[src/rtl/fpu_pkg.sv]
// Shared FPU types: formats, rounding modes, operand classes, flag bits.
// Subnormal support in the multiplier is selected by the FPMUL_DENORM_EN macro.
`timescale 1ns/1ps
package fpu_pkg;

    localparam int FPU_EXP_W = 8;
    localparam int FPU_MAN_W = 23;
    localparam int FPU_FP_W  = 1 + FPU_EXP_W + FPU_MAN_W;
    localparam int FPU_BIAS  = (1 << (FPU_EXP_W - 1)) - 1;

    localparam int FLG_NV = 4;
    localparam int FLG_DZ = 3;
    localparam int FLG_OF = 2;
    localparam int FLG_UF = 1;
    localparam int FLG_NX = 0;

    typedef enum logic [1:0] {
        RM_RNE = 2'b00,
        RM_RTZ = 2'b01,
        RM_RDN = 2'b10,
        RM_RUP = 2'b11
    } rm_e;

    typedef enum logic [2:0] {
        FC_ZERO,
        FC_SUB,
        FC_NORM,
        FC_INF,
        FC_QNAN,
        FC_SNAN
    } fp_class_e;

    typedef struct packed {
        logic                 sign;
        logic [FPU_EXP_W-1:0] exp;
        logic [FPU_MAN_W:0]   mant;
        fp_class_e            cls;
    } fp_unpacked_t;

    // Subnormals collapse to zero when the datapath runs flush-to-zero.
    function automatic fp_class_e fp_classify(
        input logic e_ones,
        input logic e_zero,
        input logic f_zero,
        input logic f_msb,
        input logic denorm
    );
        fp_class_e c;
        if (e_ones)
            c = f_zero ? FC_INF : (f_msb ? FC_QNAN : FC_SNAN);
        else if (e_zero)
            c = (f_zero || !denorm) ? FC_ZERO : FC_SUB;
        else
            c = FC_NORM;
        return c;
    endfunction

endpackage

[src/rtl/fpmul_norm_round.sv]
// Normalise, round, pack and flag a raw significand product.
// DENORM=1 gives gradual underflow, DENORM=0 flushes tiny results.
`timescale 1ns/1ps
module fpmul_norm_round
    import fpu_pkg::*;
#(
    parameter int EXP_W  = FPU_EXP_W,
    parameter int MAN_W  = FPU_MAN_W,
    parameter bit DENORM = 1'b0
) (
    input  logic                     sign,
    input  logic [EXP_W+1:0]         exp_in,
    input  logic [2*(MAN_W+1)-1:0]   prod,
    input  rm_e                      rm,
    output logic [EXP_W+MAN_W:0]     res,
    output logic [4:0]               flags
);

    localparam int PW     = 2 * (MAN_W + 1);
    localparam int XW     = EXP_W + 2;
    localparam int SW     = $clog2(PW + 1);
    localparam int E_ONES = (1 << EXP_W) - 1;

    logic [SW-1:0]      lz;
    logic [PW-1:0]      norm;
    logic [XW-1:0]      e_norm;
    logic               tiny;
    logic [XW-1:0]      sh_amt;
    logic [XW-1:0]      rsh;
    logic [2*PW-1:0]    wide;
    logic [MAN_W:0]     keep;
    logic               guard;
    logic               sticky;
    logic               inexact;
    logic               inc;
    logic [MAN_W+1:0]   mant_r;
    logic [XW-1:0]      e_fin;
    logic [MAN_W-1:0]   frac;
    logic               ovf;

    always_comb begin
        lz = SW'(PW);
        for (int i = 0; i < PW; i++) begin
            if (prod[i]) lz = SW'(PW - 1 - i);
        end
    end

    // Leading one lands on the MSB; a product in [2,4) bumps the exponent.
    assign norm   = prod << lz;
    assign e_norm = exp_in + XW'(1) - XW'(lz);
    assign tiny   = e_norm[XW-1] | (e_norm == '0);
    assign sh_amt = XW'(1) - e_norm;

    always_comb begin
        rsh = '0;
        if (DENORM && tiny)
            rsh = (sh_amt > XW'(PW)) ? XW'(PW) : sh_amt;
    end

    assign wide    = {norm, {PW{1'b0}}} >> rsh;
    assign keep    = wide[2*PW-1 -: MAN_W+1];
    assign guard   = wide[2*PW-MAN_W-2];
    assign sticky  = |wide[2*PW-MAN_W-3:0];
    assign inexact = guard | sticky;

    always_comb begin
        case (rm)
            RM_RNE:  inc = guard & (sticky | keep[0]);
            RM_RTZ:  inc = 1'b0;
            RM_RDN:  inc = sign & inexact;
            default: inc = ~sign & inexact;
        endcase
    end

    assign mant_r = {1'b0, keep} + {{(MAN_W+1){1'b0}}, inc};

    always_comb begin
        e_fin = e_norm;
        frac  = mant_r[MAN_W-1:0];
        if (mant_r[MAN_W+1]) begin
            e_fin = e_norm + XW'(1);
            frac  = mant_r[MAN_W:1];
        end else if (tiny) begin
            e_fin = {{(XW-1){1'b0}}, mant_r[MAN_W]};
        end
        ovf = !tiny && (e_fin >= XW'(E_ONES));
    end

    always_comb begin
        res   = {sign, e_fin[EXP_W-1:0], frac};
        flags = '0;
        flags[FLG_NX] = inexact;
        if (tiny) begin
            if (DENORM) begin
                flags[FLG_UF] = inexact;
            end else begin
                res           = {sign, {(EXP_W+MAN_W){1'b0}}};
                flags[FLG_UF] = 1'b1;
                flags[FLG_NX] = 1'b1;
            end
        end else if (ovf) begin
            flags[FLG_OF] = 1'b1;
            flags[FLG_NX] = 1'b1;
            res = {sign, {EXP_W{1'b1}}, {MAN_W{1'b0}}};
            if ((rm == RM_RTZ) ||
                (rm == RM_RDN && !sign) ||
                (rm == RM_RUP && sign))
                res = {sign, {(EXP_W-1){1'b1}}, 1'b0,
                       {MAN_W{1'b1}}};
        end
    end

endmodule

[src/rtl/fp_mul_pipe.sv]
// Three-stage pipelined IEEE-754 multiplier with valid/ready flow control.
// Define FPMUL_DENORM_EN for gradual underflow; default is flush-to-zero.
`timescale 1ns/1ps
module fp_mul_pipe
    import fpu_pkg::*;
#(
    parameter int EXP_W = FPU_EXP_W,
    parameter int MAN_W = FPU_MAN_W
) (
    input  logic                  clk,
    input  logic                  rst_n,
    input  logic                  in_valid,
    output logic                  in_ready,
    input  logic [EXP_W+MAN_W:0]  in_a,
    input  logic [EXP_W+MAN_W:0]  in_b,
    input  logic [1:0]            in_rm,
    output logic                  out_valid,
    input  logic                  out_ready,
    output logic [EXP_W+MAN_W:0]  out_res,
    output logic [4:0]            out_flags
);

    localparam int FP_W = 1 + EXP_W + MAN_W;
    localparam int BIAS = (1 << (EXP_W - 1)) - 1;
    localparam int XW   = EXP_W + 2;
    localparam int PW   = 2 * (MAN_W + 1);

`ifdef FPMUL_DENORM_EN
    localparam bit DENORM = 1'b1;
`else
    localparam bit DENORM = 1'b0;
`endif

    localparam logic [FP_W-1:0] QNAN =
        {1'b0, {EXP_W{1'b1}}, 1'b1, {(MAN_W-1){1'b0}}};

    logic adv;

    assign adv      = !out_valid || out_ready;
    assign in_ready = adv;

    logic             a_s, b_s;
    logic [EXP_W-1:0] a_e, b_e;
    logic [MAN_W-1:0] a_f, b_f;
    fp_class_e        a_c, b_c;
    logic [EXP_W-1:0] a_x, b_x;
    logic             sgn;
    logic [XW-1:0]    exp_sum;

    assign {a_s, a_e, a_f} = in_a;
    assign {b_s, b_e, b_f} = in_b;
    assign a_c = fp_classify(&a_e, ~|a_e, ~|a_f, a_f[MAN_W-1], DENORM);
    assign b_c = fp_classify(&b_e, ~|b_e, ~|b_f, b_f[MAN_W-1], DENORM);

    // Subnormals use an effective exponent of 1.
    assign a_x     = a_e | {{(EXP_W-1){1'b0}}, ~|a_e};
    assign b_x     = b_e | {{(EXP_W-1){1'b0}}, ~|b_e};
    assign sgn     = a_s ^ b_s;
    assign exp_sum = {2'b00, a_x} + {2'b00, b_x} - XW'(BIAS);

    logic a_nan, b_nan, a_inf, b_inf, a_zero, b_zero;
    logic is_nan, is_inv, is_inf, is_zero;
    logic             sp_hit;
    logic [FP_W-1:0]  sp_res;
    logic [4:0]       sp_flags;

    assign a_nan  = (a_c == FC_QNAN) || (a_c == FC_SNAN);
    assign b_nan  = (b_c == FC_QNAN) || (b_c == FC_SNAN);
    assign a_inf  = (a_c == FC_INF);
    assign b_inf  = (b_c == FC_INF);
    assign a_zero = (a_c == FC_ZERO);
    assign b_zero = (b_c == FC_ZERO);

    assign is_nan  = a_nan | b_nan;
    assign is_inv  = !is_nan && ((a_inf && b_zero) || (a_zero && b_inf));
    assign is_inf  = !is_nan && !is_inv && (a_inf || b_inf);
    assign is_zero = !is_nan && !a_inf && !b_inf && (a_zero || b_zero);

    always_comb begin
        sp_hit   = 1'b1;
        sp_res   = '0;
        sp_flags = '0;
        unique case (1'b1)
            is_nan: begin
                sp_res = QNAN;
                sp_flags[FLG_NV] = (a_c == FC_SNAN) || (b_c == FC_SNAN);
            end
            is_inv: begin
                sp_res = QNAN;
                sp_flags[FLG_NV] = 1'b1;
            end
            is_inf:  sp_res = {sgn, {EXP_W{1'b1}}, {MAN_W{1'b0}}};
            is_zero: sp_res = {sgn, {(EXP_W+MAN_W){1'b0}}};
            default: sp_hit = 1'b0;
        endcase
    end

    logic             s1_v, s1_sign, s1_sp;
    logic [XW-1:0]    s1_exp;
    logic [MAN_W:0]   s1_ma, s1_mb;
    logic [FP_W-1:0]  s1_sp_res;
    logic [4:0]       s1_sp_flags;
    rm_e              s1_rm;

    logic             s2_v, s2_sign, s2_sp;
    logic [XW-1:0]    s2_exp;
    logic [PW-1:0]    s2_prod;
    logic [FP_W-1:0]  s2_sp_res;
    logic [4:0]       s2_sp_flags;
    rm_e              s2_rm;

    logic [FP_W-1:0]  nr_res;
    logic [4:0]       nr_flags;

    fpmul_norm_round #(
        .EXP_W  (EXP_W),
        .MAN_W  (MAN_W),
        .DENORM (DENORM)
    ) u_norm_round (
        .sign   (s2_sign),
        .exp_in (s2_exp),
        .prod   (s2_prod),
        .rm     (s2_rm),
        .res    (nr_res),
        .flags  (nr_flags)
    );

    always_ff @(posedge clk or negedge rst_n) begin
        if (!rst_n) begin
            s1_v        <= 1'b0;
            s1_sign     <= 1'b0;
            s1_sp       <= 1'b0;
            s1_exp      <= '0;
            s1_ma       <= '0;
            s1_mb       <= '0;
            s1_sp_res   <= '0;
            s1_sp_flags <= '0;
            s1_rm       <= RM_RNE;
            s2_v        <= 1'b0;
            s2_sign     <= 1'b0;
            s2_sp       <= 1'b0;
            s2_exp      <= '0;
            s2_prod     <= '0;
            s2_sp_res   <= '0;
            s2_sp_flags <= '0;
            s2_rm       <= RM_RNE;
            out_valid   <= 1'b0;
            out_res     <= '0;
            out_flags   <= '0;
        end else if (adv) begin
            s1_v        <= in_valid;
            s1_sign     <= sgn;
            s1_sp       <= sp_hit;
            s1_exp      <= exp_sum;
            s1_ma       <= {a_c == FC_NORM, a_f};
            s1_mb       <= {b_c == FC_NORM, b_f};
            s1_sp_res   <= sp_res;
            s1_sp_flags <= sp_flags;
            s1_rm       <= rm_e'(in_rm);
            s2_v        <= s1_v;
            s2_sign     <= s1_sign;
            s2_sp       <= s1_sp;
            s2_exp      <= s1_exp;
            s2_prod     <= PW'(s1_ma) * PW'(s1_mb);
            s2_sp_res   <= s1_sp_res;
            s2_sp_flags <= s1_sp_flags;
            s2_rm       <= s1_rm;
            out_valid   <= s2_v;
            out_res     <= s2_sp ? s2_sp_res : nr_res;
            out_flags   <= s2_sp ? s2_sp_flags : nr_flags;
        end
    end

endmodule

[config.mk]
export PLATFORM = sky130hd
export DESIGN_NAME = fp_mul_pipe
export DESIGN_NICKNAME = d
export VERILOG_FILES = /design/src/rtl/fpu_pkg.sv /design/src/rtl/fpmul_norm_round.sv /design/src/rtl/fp_mul_pipe.sv
export SDC_FILE = /design/constraint.sdc
export NUM_CORES = 2
export LEC_CHECK = 0
export ABC_AREA = 1
export BUFFER_PORTS_ARGS = -buffer_cell sky130_fd_sc_hd__buf_2
export CORE_UTILIZATION = 40
export DETAILED_ROUTE_END_ITERATION = 7
export GPL_ROUTABILITY_DRIVEN = 0
export PLACE_DENSITY = 0.63
export SYNTH_ARGS = -nofsm -noshare
export SYNTH_HDL_FRONTEND = slang
export SYNTH_SLANG_ARGS = --single-unit
[constraint.sdc]
create_clock -name clk -period 10.5 [get_ports clk]
set_input_delay 1.575 -clock clk [delete_from_list [all_inputs] [get_ports clk]]
set_output_delay 1.575 -clock clk [all_outputs]
set_load 0.05 [all_outputs]
==> flow_summary.yaml <==
critical_path:
  required_ns: 10.83
  cpMostUsedCell: "nand2_1"
  crit_path_end_kind: "register"
  startpoint_type: "register"
  crit_type: "reg2reg"
  r2r_start: "s1_mb[3]"
  cp.arrival_ns: 9.36
  critPathSlowestCell: "dfrtp_1"
  crit_start: "s1_mb[3]"
  slowest_delay_ns: 0.99
  worstPathMaxFanout: 25
global_routing:
  top_usage_layer: "met2"
  use_met1_pct: 30.5
  grt.overflow.total: 0
  use_met3_pct: 2.92
  grtUsageTotal_pct: 22.6
  grt_max_degree: 96
  grt_pass1_vias: 26533
  antenna_found_initial: 0
  grt_pass1_wl_um: 140000
  met2_usage_pct: 37.6
finish:
  seq_area_mm2: 0.00428
  nets: 4888
  drive_gt1_share_pct: 6.35
  nFillCells: 7877
  final_cell_mix: "1297 x nand2_1, 853 x inv_1, 484 x fa_1"
  antennaDiodeCount: 0
  multiInputGateArea_mm2: 0.0223
  area_delta_synth_final_pct: 5.88
  instances_no_fill: 5169
  final_common_cell: "nand2_1"
route:
  avgViaCountPerCell: 5.04
  drc: 0
  first_iter_violations: 1938
  wirelength_um: 84300
  routedWlPerCell_um: 16.3
  vias: 26045
  ant_nets: 0
  drt_pass1_iterations: 5
clock_tree:
  cts_tree: "done"
  cts_made_buffers: 17
  cts-root-buf: "clkbuf_16"
  cts_setup_buffers: 0
  clk_pin_slew_worst_paths_ns: 0.08
  htreeDepth: 4
  ctsResizeCount: 0
  worstSkewPairLatency_ns: 0.50
  cts.sinks: 171
  ctsHoldBuffers: 0
  cts.path.max_buffers: 2
yosys:
  syn_area_mm2: 0.0309
  synth.distinct_cells: 59
  syn-num-nets: 4951
  yosysWarnings: 0
  netlist_instances: 4189
  ys_seq_area_share_pct: 13.9
  syn_avg_cell_area_um2: 7.37
  ys.flop_type: "dfrtp_1"
  synth-seq-cells: 171
  synth_edf_count: 0
  async_reset_ff_share_pct: 100
timing:
  slew_viol_final: 0
  min_period_ns: 9.02
  finClkSkew_ns: 0.0195
  fin_tns_setup_ns: 0
  setup_viol: 0
  max_slew_margin_pct: 28.2
  hold_viol_final: 0
  rsz0062_at_grt: "false"
  whs_ns: 0.463
  fmax_mhz: 111
  min_period_over_period_pct: 85.9
  worst_pin_slew_ns: 1.08
job:
  drv_cap: 0
floorplanning:
  start_util_pct: 40.5
  die_w_um: 280
  die_area_mm2: 0.0783
  core_mm2: 0.0762
  die_h_um: 280
  num_rows: 101
  io_pins: 109
place:
  dp.cells: 5137
  place.port_buffers: 107
  dp_hpwl_um: 66700
hold_path:
  min_from: "s2_v"
  hp-class: "reg2reg"
run_status:
  outcome: "completed"
worst max-delay path, delay by kind of cell (launching register included):
kind                       cells  cell delay [ns]
adders and majority gates      8             3.47
AOI/OAI and AO/OA             12             2.04
and+or+nand+nor               18             1.84
DFF                            1             0.99
buffers and inverters          6             0.34
xor gates and xnor gates       1             0.14
routing by layer:
layer | routed length (um) | vias to the layer above
li1 | - | 12442
met1 | 37700 | 12743
met2 | 39800 | 724
met3 | 4340 | 136
met4 | 2430 | 0
met5 | 0 | -
state kept, by name, indices dropped and copies added (netlist names), 2 cells and up:
name / count
s2_prod: 48
s1_mb: 24
out_flags: 4
s1_rm: 2
s1_sp_res: 3
s2_sp_res: 3
s2_exp: 10
s2_rm: 2
s1_exp: 10
s1_ma: 24
out_res: 32
final timing paths:
check,endpoint,slack (ns),cells after the start
worst min register to register,out_valid,0.46,2
worst max-delay path,s2_prod[47],1.48,45
min in group asynchronous,out_res[14],1.03,1
max in group asynchronous,s2_prod[28],8.19,2
worst max register to register,s2_prod[47],1.48,45
worst min-delay path,out_valid,0.46,2
cells in the mapped netlist, types with 30 or more instances:
cell type  count  area [um^2]
nand4_1       46          288
nand2_1     1297         4870
xnor2_1       30          263
dfrtp_1      171         4280
a21oi_1       90          450
ha_1         208         2600
clkbuf_1     189          709
o21ai_0      112          561
nand3_1      322         1610
fa_1         484         9690
inv_1        853         3200
nor2_1       129          484
per-stage QoR:
stage	util (%)	cell area, um^2	setup slack (ns)
finish	42.9	32700	1.48
CTS	42.9	32700	1.52
detailed placement	42.1	32100	1.51
global placement	42.1	32100	1.72
global route	42.9	32700	0.586
floorplan	-	30900	2.50
cell families after synthesis:
kind of cell	count (synthesis)	share of synthesized area [%]
AO/OA/AOI/OAI	258	4.64
XOR/XNOR	59	1.67
adder cells (fa/ha/maj)	692	39.8
buffers and inverters	1108	13.9
flip-flops	171	13.9
other	1	0.0121
AND/OR/NAND/NOR	1900	26.1
cell type report:
type / instances / area share, %
clock buffers: 17 / 1.30
repair buffers: 157 / 2.81
clock inverters: 15 / 0.547
flip-flops and latches: 171 / 13.1
well taps: 1030 / 3.94
multi-input cells: 2910 / 68.3
inverters: 869 / 9.99
Power is left out: the tool's default activity adds up to more than one toggle a clock period on the data nets, which glitch-free logic cannot reach.
